## config.mk

```make
export PLATFORM = sky130hd
export DESIGN_NAME = imem_loader
export DESIGN_NICKNAME = d
export VERILOG_FILES = /design/src/rtl/imem_loader_pkg.sv /design/src/rtl/imem_loader_byte_packer.sv /design/src/rtl/imem_loader.sv
export SDC_FILE = /design/constraint.sdc
export NUM_CORES = 1
export LEC_CHECK = 0
export ABC_AREA = 0
export BUFFER_PORTS_ARGS = -buffer_cell sky130_fd_sc_hd__buf_2
export CORE_ASPECT_RATIO = 0.8
export CORE_MARGIN = 5
export CORE_UTILIZATION = 45
export DETAILED_ROUTE_END_ITERATION = 7
export GPL_ROUTABILITY_DRIVEN = 1
export GPL_TIMING_DRIVEN = 0
export PLACE_DENSITY_LB_ADDON = 0.2
export SLEW_MARGIN = 5
export SYNTH_ARGS = -nofsm -noshare
export SYNTH_HDL_FRONTEND = slang
export SYNTH_HIERARCHICAL = 1
export SYNTH_SLANG_ARGS = --single-unit
```

## constraint.sdc

```tcl
create_clock -name clk -period 3.7 [get_ports clk]
set_input_delay 0 -clock clk [delete_from_list [all_inputs] [get_ports clk]]
set_output_delay 0 -clock clk [all_outputs]
set_load 0.02 [all_outputs]
```

## src/rtl/imem_loader_pkg.sv

```systemverilog
// rtl/imem_loader_pkg.sv - shared types and constants for the instruction-memory loader
package imem_loader_pkg;

  typedef enum logic [2:0] {
    ST_IDLE  = 3'd0,
    ST_HDR0  = 3'd1,
    ST_HDR1  = 3'd2,
    ST_DATA  = 3'd3,
    ST_WRITE = 3'd4,
    ST_DONE  = 3'd5,
    ST_ERR   = 3'd6
  } state_t;

  localparam int HDR_W      = 16;
  localparam int BYTE_CNT_W = 2;
  localparam logic [BYTE_CNT_W-1:0] LAST_BYTE = 2'd3;

  // Number of words the memory can hold, as a 32-bit value so the header compare never truncates.
  function automatic logic [31:0] capacity(input int addr_w);
    return 32'd1 << addr_w;
  endfunction

endpackage

```

## src/rtl/imem_loader_byte_packer.sv

```systemverilog
// rtl/imem_loader_byte_packer.sv - assembles big-endian bytes into 32-bit words
module byte_packer
  import imem_loader_pkg::*;
(
  input  logic        clk,
  input  logic        rst,
  input  logic        clear,
  input  logic        push,
  input  logic [7:0]  data,
  output logic [31:0] word,
  output logic        full
);

  logic [23:0]           shift;
  logic [BYTE_CNT_W-1:0] count;

  // The word is complete as soon as the fourth byte is presented, so the loader can register it
  // on the same edge that accepts that byte.
  assign word = {shift, data};
  assign full = push & (count == LAST_BYTE);

  always_ff @(posedge clk) begin
    if (rst || clear) begin
      shift <= '0;
      count <= '0;
    end else if (push) begin
      shift <= word[23:0];
      count <= count + 2'd1;
    end
  end

endmodule

```

## src/rtl/imem_loader.sv

```systemverilog
// rtl/imem_loader.sv - streams a counted big-endian word image into instruction memory
module imem_loader
  import imem_loader_pkg::*;
#(
  parameter int          ADDR_W    = 8,
  parameter logic [31:0] BASE_ADDR = 32'h0
) (
  input  logic        clk,
  input  logic        rst,
  input  logic        start,
  input  logic [7:0]  in_data,
  input  logic        in_valid,
  output logic        in_ready,
  output logic        im_we,
  output logic [31:0] im_addr,
  output logic [31:0] im_wdata,
  output logic        cpu_hold,
  output logic        busy,
  output logic        done,
  output logic        err
);

  localparam logic [31:0] CAPACITY = capacity(ADDR_W);

  state_t           state;
  logic [7:0]       cnt_hi;
  logic [HDR_W-1:0] remaining;
  logic [HDR_W-1:0] hdr_n;
  logic             transfer;
  logic             over_cap;
  logic             launch;
  logic             pack_full;
  logic [31:0]      pack_word;

  assign transfer = in_valid & in_ready;
  assign hdr_n    = {cnt_hi, in_data};
  assign over_cap = {16'd0, hdr_n} > CAPACITY;
  assign launch   = start && (state == ST_IDLE || state == ST_ERR);

  byte_packer u_packer (
    .clk   (clk),
    .rst   (rst),
    .clear (launch),
    .push  (transfer && state == ST_DATA),
    .data  (in_data),
    .word  (pack_word),
    .full  (pack_full)
  );

  always_ff @(posedge clk) begin
    if (rst) begin
      state     <= ST_IDLE;
      in_ready  <= 1'b0;
      im_we     <= 1'b0;
      im_addr   <= BASE_ADDR;
      im_wdata  <= '0;
      cpu_hold  <= 1'b0;
      busy      <= 1'b0;
      done      <= 1'b0;
      err       <= 1'b0;
      cnt_hi    <= '0;
      remaining <= '0;
    end else begin
      im_we <= 1'b0;
      done  <= 1'b0;
      case (state)
        ST_IDLE, ST_ERR: begin
          if (start) begin
            state    <= ST_HDR0;
            err      <= 1'b0;
            im_addr  <= BASE_ADDR;
            in_ready <= 1'b1;
            cpu_hold <= 1'b1;
            busy     <= 1'b1;
          end
        end
        ST_HDR0: begin
          if (transfer) begin
            cnt_hi <= in_data;
            state  <= ST_HDR1;
          end
        end
        ST_HDR1: begin
          if (transfer) begin
            remaining <= hdr_n;
            if (hdr_n == '0) begin
              state    <= ST_DONE;
              in_ready <= 1'b0;
              done     <= 1'b1;
            end else if (over_cap) begin
              state    <= ST_ERR;
              in_ready <= 1'b0;
              err      <= 1'b1;
            end else begin
              state <= ST_DATA;
            end
          end
        end
        ST_DATA: begin
          if (pack_full) begin
            state    <= ST_WRITE;
            in_ready <= 1'b0;
            im_we    <= 1'b1;
            im_wdata <= pack_word;
          end
        end
        ST_WRITE: begin
          im_addr   <= im_addr + 32'd4;
          remaining <= remaining - 16'd1;
          if (remaining == 16'd1) begin
            state <= ST_DONE;
            done  <= 1'b1;
          end else begin
            state    <= ST_DATA;
            in_ready <= 1'b1;
          end
        end
        ST_DONE: begin
          state    <= ST_IDLE;
          cpu_hold <= 1'b0;
          busy     <= 1'b0;
        end
        default: begin
          state    <= ST_IDLE;
          in_ready <= 1'b0;
          cpu_hold <= 1'b0;
          busy     <= 1'b0;
        end
      endcase
    end
  end

endmodule

```

# Yosys cells after proc, flatten, opt, wreduce, memory -nomap -nowiden
# Cells that the tools add are included.
dict set report totals {
  input_bits 12
  elab_cells 88
  reg_bits 122
  output_inout_bits 70
}
dict set report op_classes {
  n_mux 30
  add_sub_neg 3
  order_cmp 1
  bitwise 5
  n_reduce_logical 21
  n_eq_ne 16
}
# operator count
set op_table {}
lappend op_table {{32-bit one-hot mux with 2 select lines} 1}
lappend op_table {{32-bit by 3-bit adder with 32-bit output, second input constant} 1}
lappend op_table {{32-bit two-way mux} 1}
lappend op_table {{16-bit one-hot mux with 2 select lines} 1}
lappend op_table {{3-bit two-way mux} 7}
lappend op_table {{16-bit by 1-bit equality test with 1-bit output, second input constant} 1}
lappend op_table {{16-bit by 9-bit > comparator with 1-bit output, second input constant} 1}
lappend op_table {{16-bit logical NOT} 1}
lappend op_table {{16-bit two-way mux} 1}
lappend op_table {{16-bit by 1-bit subtractor with 16-bit output, second input constant} 1}
lappend op_table {{3-bit one-hot mux with 5 select lines} 1}
lappend op_table {{1-bit two-way mux} 14}
lappend op_table {{2-bit != test, second input constant} 7}
lappend op_table {{2-bit AND reduction} 5}
lappend op_table {{3-bit equality test, second input constant} 3}
lappend op_table {{3-bit by 2-bit equality test with 1-bit output, second input constant} 2}
lappend op_table {{1-bit one-hot mux with 2 select lines} 3}
lappend op_table {{6-bit AND reduction} 1}
lappend op_table {{2-bit nonzero test} 3}
lappend op_table {{2-bit OR reduction} 3}
lappend op_table {{1-bit one-hot mux with 5 select lines} 1}
lappend op_table {{5-bit AND reduction} 1}
lappend op_table {{4-bit AND reduction} 1}
lappend op_table {{4-bit OR reduction} 1}
lappend op_table {{other kinds (9)} 14}

# Logic depth before layout (Yosys ltp)
dict set report logic_depth {
  word_depth 5
  ltp_mapped 12
  mapped_depth_nobuf 9
}

# Hierarchy
# Netlist, hierarchy kept.
# mod cells_per_inst seq_area_each_um2 instances area_each_um2
set by_module_without_submodules {}
lappend by_module_without_submodules {imem_loader 521 1881.8 1 4222.8}
lappend by_module_without_submodules {byte_packer 95 520.5 1 1039.7}

# Worst setup path after synthesis
# OpenSTA, ideal clock, no wires.
dict set report synth_path {
  path_type {flip-flop to flip-flop}
  from {register state[1]}
  to {register im_wdata[10]}
  path_buffers 5
  required_ps 3630
  period_less_slack_ps 2201
  t_arrival_ps 2131
  stages_incl_launch_ff 13
  setup_slack_ps 1499
  setup_ps 70
  path_cell_list {dfxtp_1 > buf_4 > clkbuf_1 > nand2_1 > nor2_1 > buf_6 > buf_6 > and2_1 > nand2_1 > nor2_1 > clkbuf_1 > nand2_1 > a21oi_1}
}
dict set report synth_between {
  elab_chain_cells 4
}
# item line_no
set synth_rtl {}
lappend synth_rtl {{start: declaration} imem_loader.sv:25} ;# state_t state;
lappend synth_rtl {{start signal: assignment} imem_loader.sv:52} ;# state <= ST_IDLE;
lappend synth_rtl {{start signal: assignment} imem_loader.sv:69} ;# state <= ST_HDR0;
lappend synth_rtl {{start signal: assignment} imem_loader.sv:80} ;# state <= ST_HDR1;
lappend synth_rtl {{3-bit by 2-bit equality test with 1-bit output} imem_loader.sv:44} ;# .push (transfer && state == ST_DATA),
lappend synth_rtl {{1-bit logical AND} imem_loader.sv:44}
lappend synth_rtl {{1-bit AND} imem_loader_byte_packer.sv:20} ;# assign full = push & (count == LAST_BYTE);
lappend synth_rtl {{net pack_full} imem_loader.sv:32} ;# logic pack_full;
lappend synth_rtl {{2-bit AND reduction (no source line)} n/a}
lappend synth_rtl {{end signal: assignment} imem_loader.sv:104} ;# im_wdata <= pack_word;
lappend synth_rtl {{end: declaration} imem_loader.sv:16} ;# output logic [31:0] im_wdata,
# The timed path passes the listed nets, and every way through them passes these cells.
# A chain may end at the register's enable or synchronous reset.

# Worst setup path in the final report
dict set report layout_path {
  from {register state[1]}
  to {register im_wdata[30]}
}
# Same word-level chain as after synthesis.

==> metrics.md <==
| Metric | Value |
|---|---|
| Register area share after synthesis | `0.456` |
| Post-layout util | `0.570` |
| Initial antenna violation count | `0` |
| Pins Over Slew Limit | `0` |
| TritonCTS Sinks | `120` |
| Crit path buffers/inverters | `5` |
| Layout Nets | `739` |
| Tmin final | `2910 ps` |
| First-pass GRT wire length | `23.5 mm` |
| Synthesized cell area | `5260 sq um` |
| DP Wirelength | `10.1 mm` |
| Highest clock rate | `344 MHz` |
| Die Span Y | `107 microns` |
| Crit path max-delay family | `buffers and inverters` |
| Slowest cell on crit path | `clkbuf_1` |
| GRT Util Overall | `0.212` |
| Class of the worst hold path | `input port to flop` |
| Starting DRT DRC Count | `466` |
| Vias in the first global route | `4663` |
| Port Buffers | `78` |
| Final setup fails | `0` |
| 1st-pass router iterations | `7` |
| CP cell instances | `buf_4 -> clkbuf_1 -> nand2_1 -> nor2_1 -> buf_6 -> buf_6 -> and2_1 -> nand2_1 -> nor2_1 -> clkbuf_1 -> nand2_1 -> a21oi_1` |
| Largest net degree at the start of global routing | `17` |
| Clock tree buffer depth | `2` |
| Setup tns final | `0 ps` |
| Worst reg2reg startpoint | `state[1]` |
| Biggest area consumer among synthesized cells | `dfxtp_1` |
| Dpl cells | `843` |
| Yosys warns | `6` |
| Die X | `131 microns` |
| Peak VDD IR | `327 uV` |
| Share of post-route cells with drive strength above 1 | `0.200` |
| Cell at the root of the clock tree | `clkbuf_16` |
| Top area cells in the synthesized netlist | `dfxtp_1 (46%), a21oi_1 (6.8%), mux2i_1 (6.7%)` |
| FF+latch count, synth | `120` |
| DR vias | `4922` |
| Critical Path Fanout Max | `10` |
| Worst slew margin | `0.184` |
| CP endpoint kind | `flop` |
| Most frequent cells in the layout | `dfxtp_1 (120), nand2_1 (91), buf_2 (79)` |
| Row count | `35` |
| P per Cell Area | `547 nW/um^2` |
| CP Launch Type | `flop` |
| Cell Int Power | `2630 uW` |
| CP arrival | `3240 ps` |
| Status | `completed` |
| Clk_lat worst skew | `410 ps` |
| Crit path from | `state[1]` |
| Starting Density | `0.459` |
| Synth Area per Inst | `8.54 sq um` |
| ANT nets after route | `0` |
| Final period util | `0.786` |
| Total grt overflow | `0` |
| Switching share of power | `0.264` |
| Htree depth | `4` |
| TritonCTS clock tree | `done` |
| GPL Wtd Cong | `0.954` |
| Worst-margin pin slew | `1210 ps` |
| Mapped Cells | `616` |
| Type of the worst setup path | `flop to flop` |
| CP peak stage delay | `510 ps` |
| Clock-pin slew on the worst setup and hold paths | `50 ps` |
| Leak | `0.00249 uW` |
| Power consumption | `3580 uW` |
| ANT cells | `0` |
| Die area | `14000 sq um` |
| Drt via density | `5.57` |
| Clock share of power | `0.481` |
| Max-cap check violation count | `0` |
| Layout Cells excl Fill | `884` |
| Worst Hold Launch | `start` |
| CP required | `4030 ps` |
| Combinational share of power | `0.140` |
| Most used cell, CP | `nand2_1` |
| Number of I/O pins | `82` |
| Setup Buffers After CTS | `0` |
| Yosys cell types | `56` |
| Worst-case clock skew | `8.00 ps` |
| Routed WL | `14.4 mm` |
| Reg power frac | `0.380` |
| Num CTS Buffers | `17` |
| Unrepaired setup endpoints after global routing | `false` |
| DR WL/cell | `16.3 microns` |
| Async SR Flop Fraction | `0` |
| Sw Pwr | `945 uW` |
| Number of synthesized flops with an enable pin | `0` |
| Core area | `11500 sq um` |
| Share of the synthesized area in the top cell type | `0.456` |
| Most common cell after layout, fill and taps aside | `dfxtp_1` |
| Top_reg_cell synth | `dfxtp_1` |
| Final hold vios | `0` |
| Drt drc | `0` |
| Syn-to-layout area delta | `24.3%` |
[registers in the layout, summed over array words and instances (netlist names), 2 cells and up]
name / count
im_wdata: 32
u_packer/count: 2
u_packer/shift: 24
remaining: 16
state: 3
im_addr: 30
cnt_hi: 8
[synthesized netlist by cell type (4+ instances only)]
cell	n
a31oi_1	6
a21oi_1	72
buf_4	12
or4_1	7
o211ai_1	10
nand4_1	11
nor4_1	4
o31ai_1	10
nand2b_1	5
nand2_1	91
o311ai_0	5
or2_2	4
mux2i_1	35
clkbuf_1	27
dfxtp_1	120
ha_1	4
buf_6	5
xnor2_1	5
nand3_1	26
nand3b_1	4
o21ai_0	11
nor2_1	72
inv_1	7
nor3_1	7
and3_1	5
or3_1	7
[worst reg2reg max path: stages (launching register included)]
cell      delay (ps)
dfxtp_1          300
buf_4            160
clkbuf_1         370
nand2_1          130
nor2_1           140
buf_6            180
buf_6            190
and2_1           190
nand2_1          110
nor2_1           260
clkbuf_1         510
nand2_1          150
a21oi_1          140
[area by class of cell]
cell class	instances	area, sq um
tap	148	185
fill	1060	4930
buffer	47	283
clock inverter	14	180
timing repair buffer	87	480
multi-input combinational	443	2550
clock buffer	18	429
inverter	7	26.3
sequential	120	2400
[kinds of logic (layout without fill, tap and decap cells)]
family / after synthesis / after routing / share of synthesized area
AND/OR/NAND/NOR: 262 / 262 / 0.240
AO/OA/AOI/OAI: 131 / 131 / 0.151
flip-flops: 120 / 120 / 0.456
buffers and inverters: 54 / 173 / 0.0587
multiplexers: 38 / 38 / 0.0730
XOR/XNOR: 6 / 6 / 0.00999
adder cells (fa/ha/maj): 4 / 4 / 0.00951
other: 1 / 2 / 0.000713
[routing by layer]
layer | global-route usage | part of all wire
met1 | 0.290 | 0.46
met4 | 0.0874 | 0.022
met2 | 0.318 | 0.43
met5 | 0 | 0
met3 | 0.0548 | 0.084
[timing repair]
action | CTS | global route
hold buffers | 9 | 0
endpoints found under the hold margin | 26 | 0
resized for setup | 0 | 0
[final timing paths]
path	to	slack (ps)	depth (start not counted)
max	im_wdata[30]	790	12
max reg2reg	im_wdata[30]	790	12
min	state[1]	150	4
min reg2reg	im_wdata[27]	450	2
[power groups by stage]
stage / Combinational [uW] / Clock [uW] / Sequential, uW
2_1_floorplan: 351 / 0 / 1390
3_3_place_gp: 474 / 0 / 1380
3_5_place_dp: 483 / 0 / 1380
4_1_cts: 495 / 1740 / 1360
5_1_grt: 551 / 1800 / 1360
6_report: 500 / 1720 / 1360
[stage by stage]
| step | hold slack [ps] | instance area (sq um) | worst slack, ps |
|---|---|---|---|
| after floorplan | 147 | 5270 | 1500 |
| after CTS | 130 | 6540 | 856 |
| after global placement | 325 | 5840 | 937 |
| final | 146 | 6540 | 794 |
| after global routing | 204 | 6540 | 468 |
| after detailed placement | 331 | 5840 | 867 |
(Power assumes the default switching activity.)
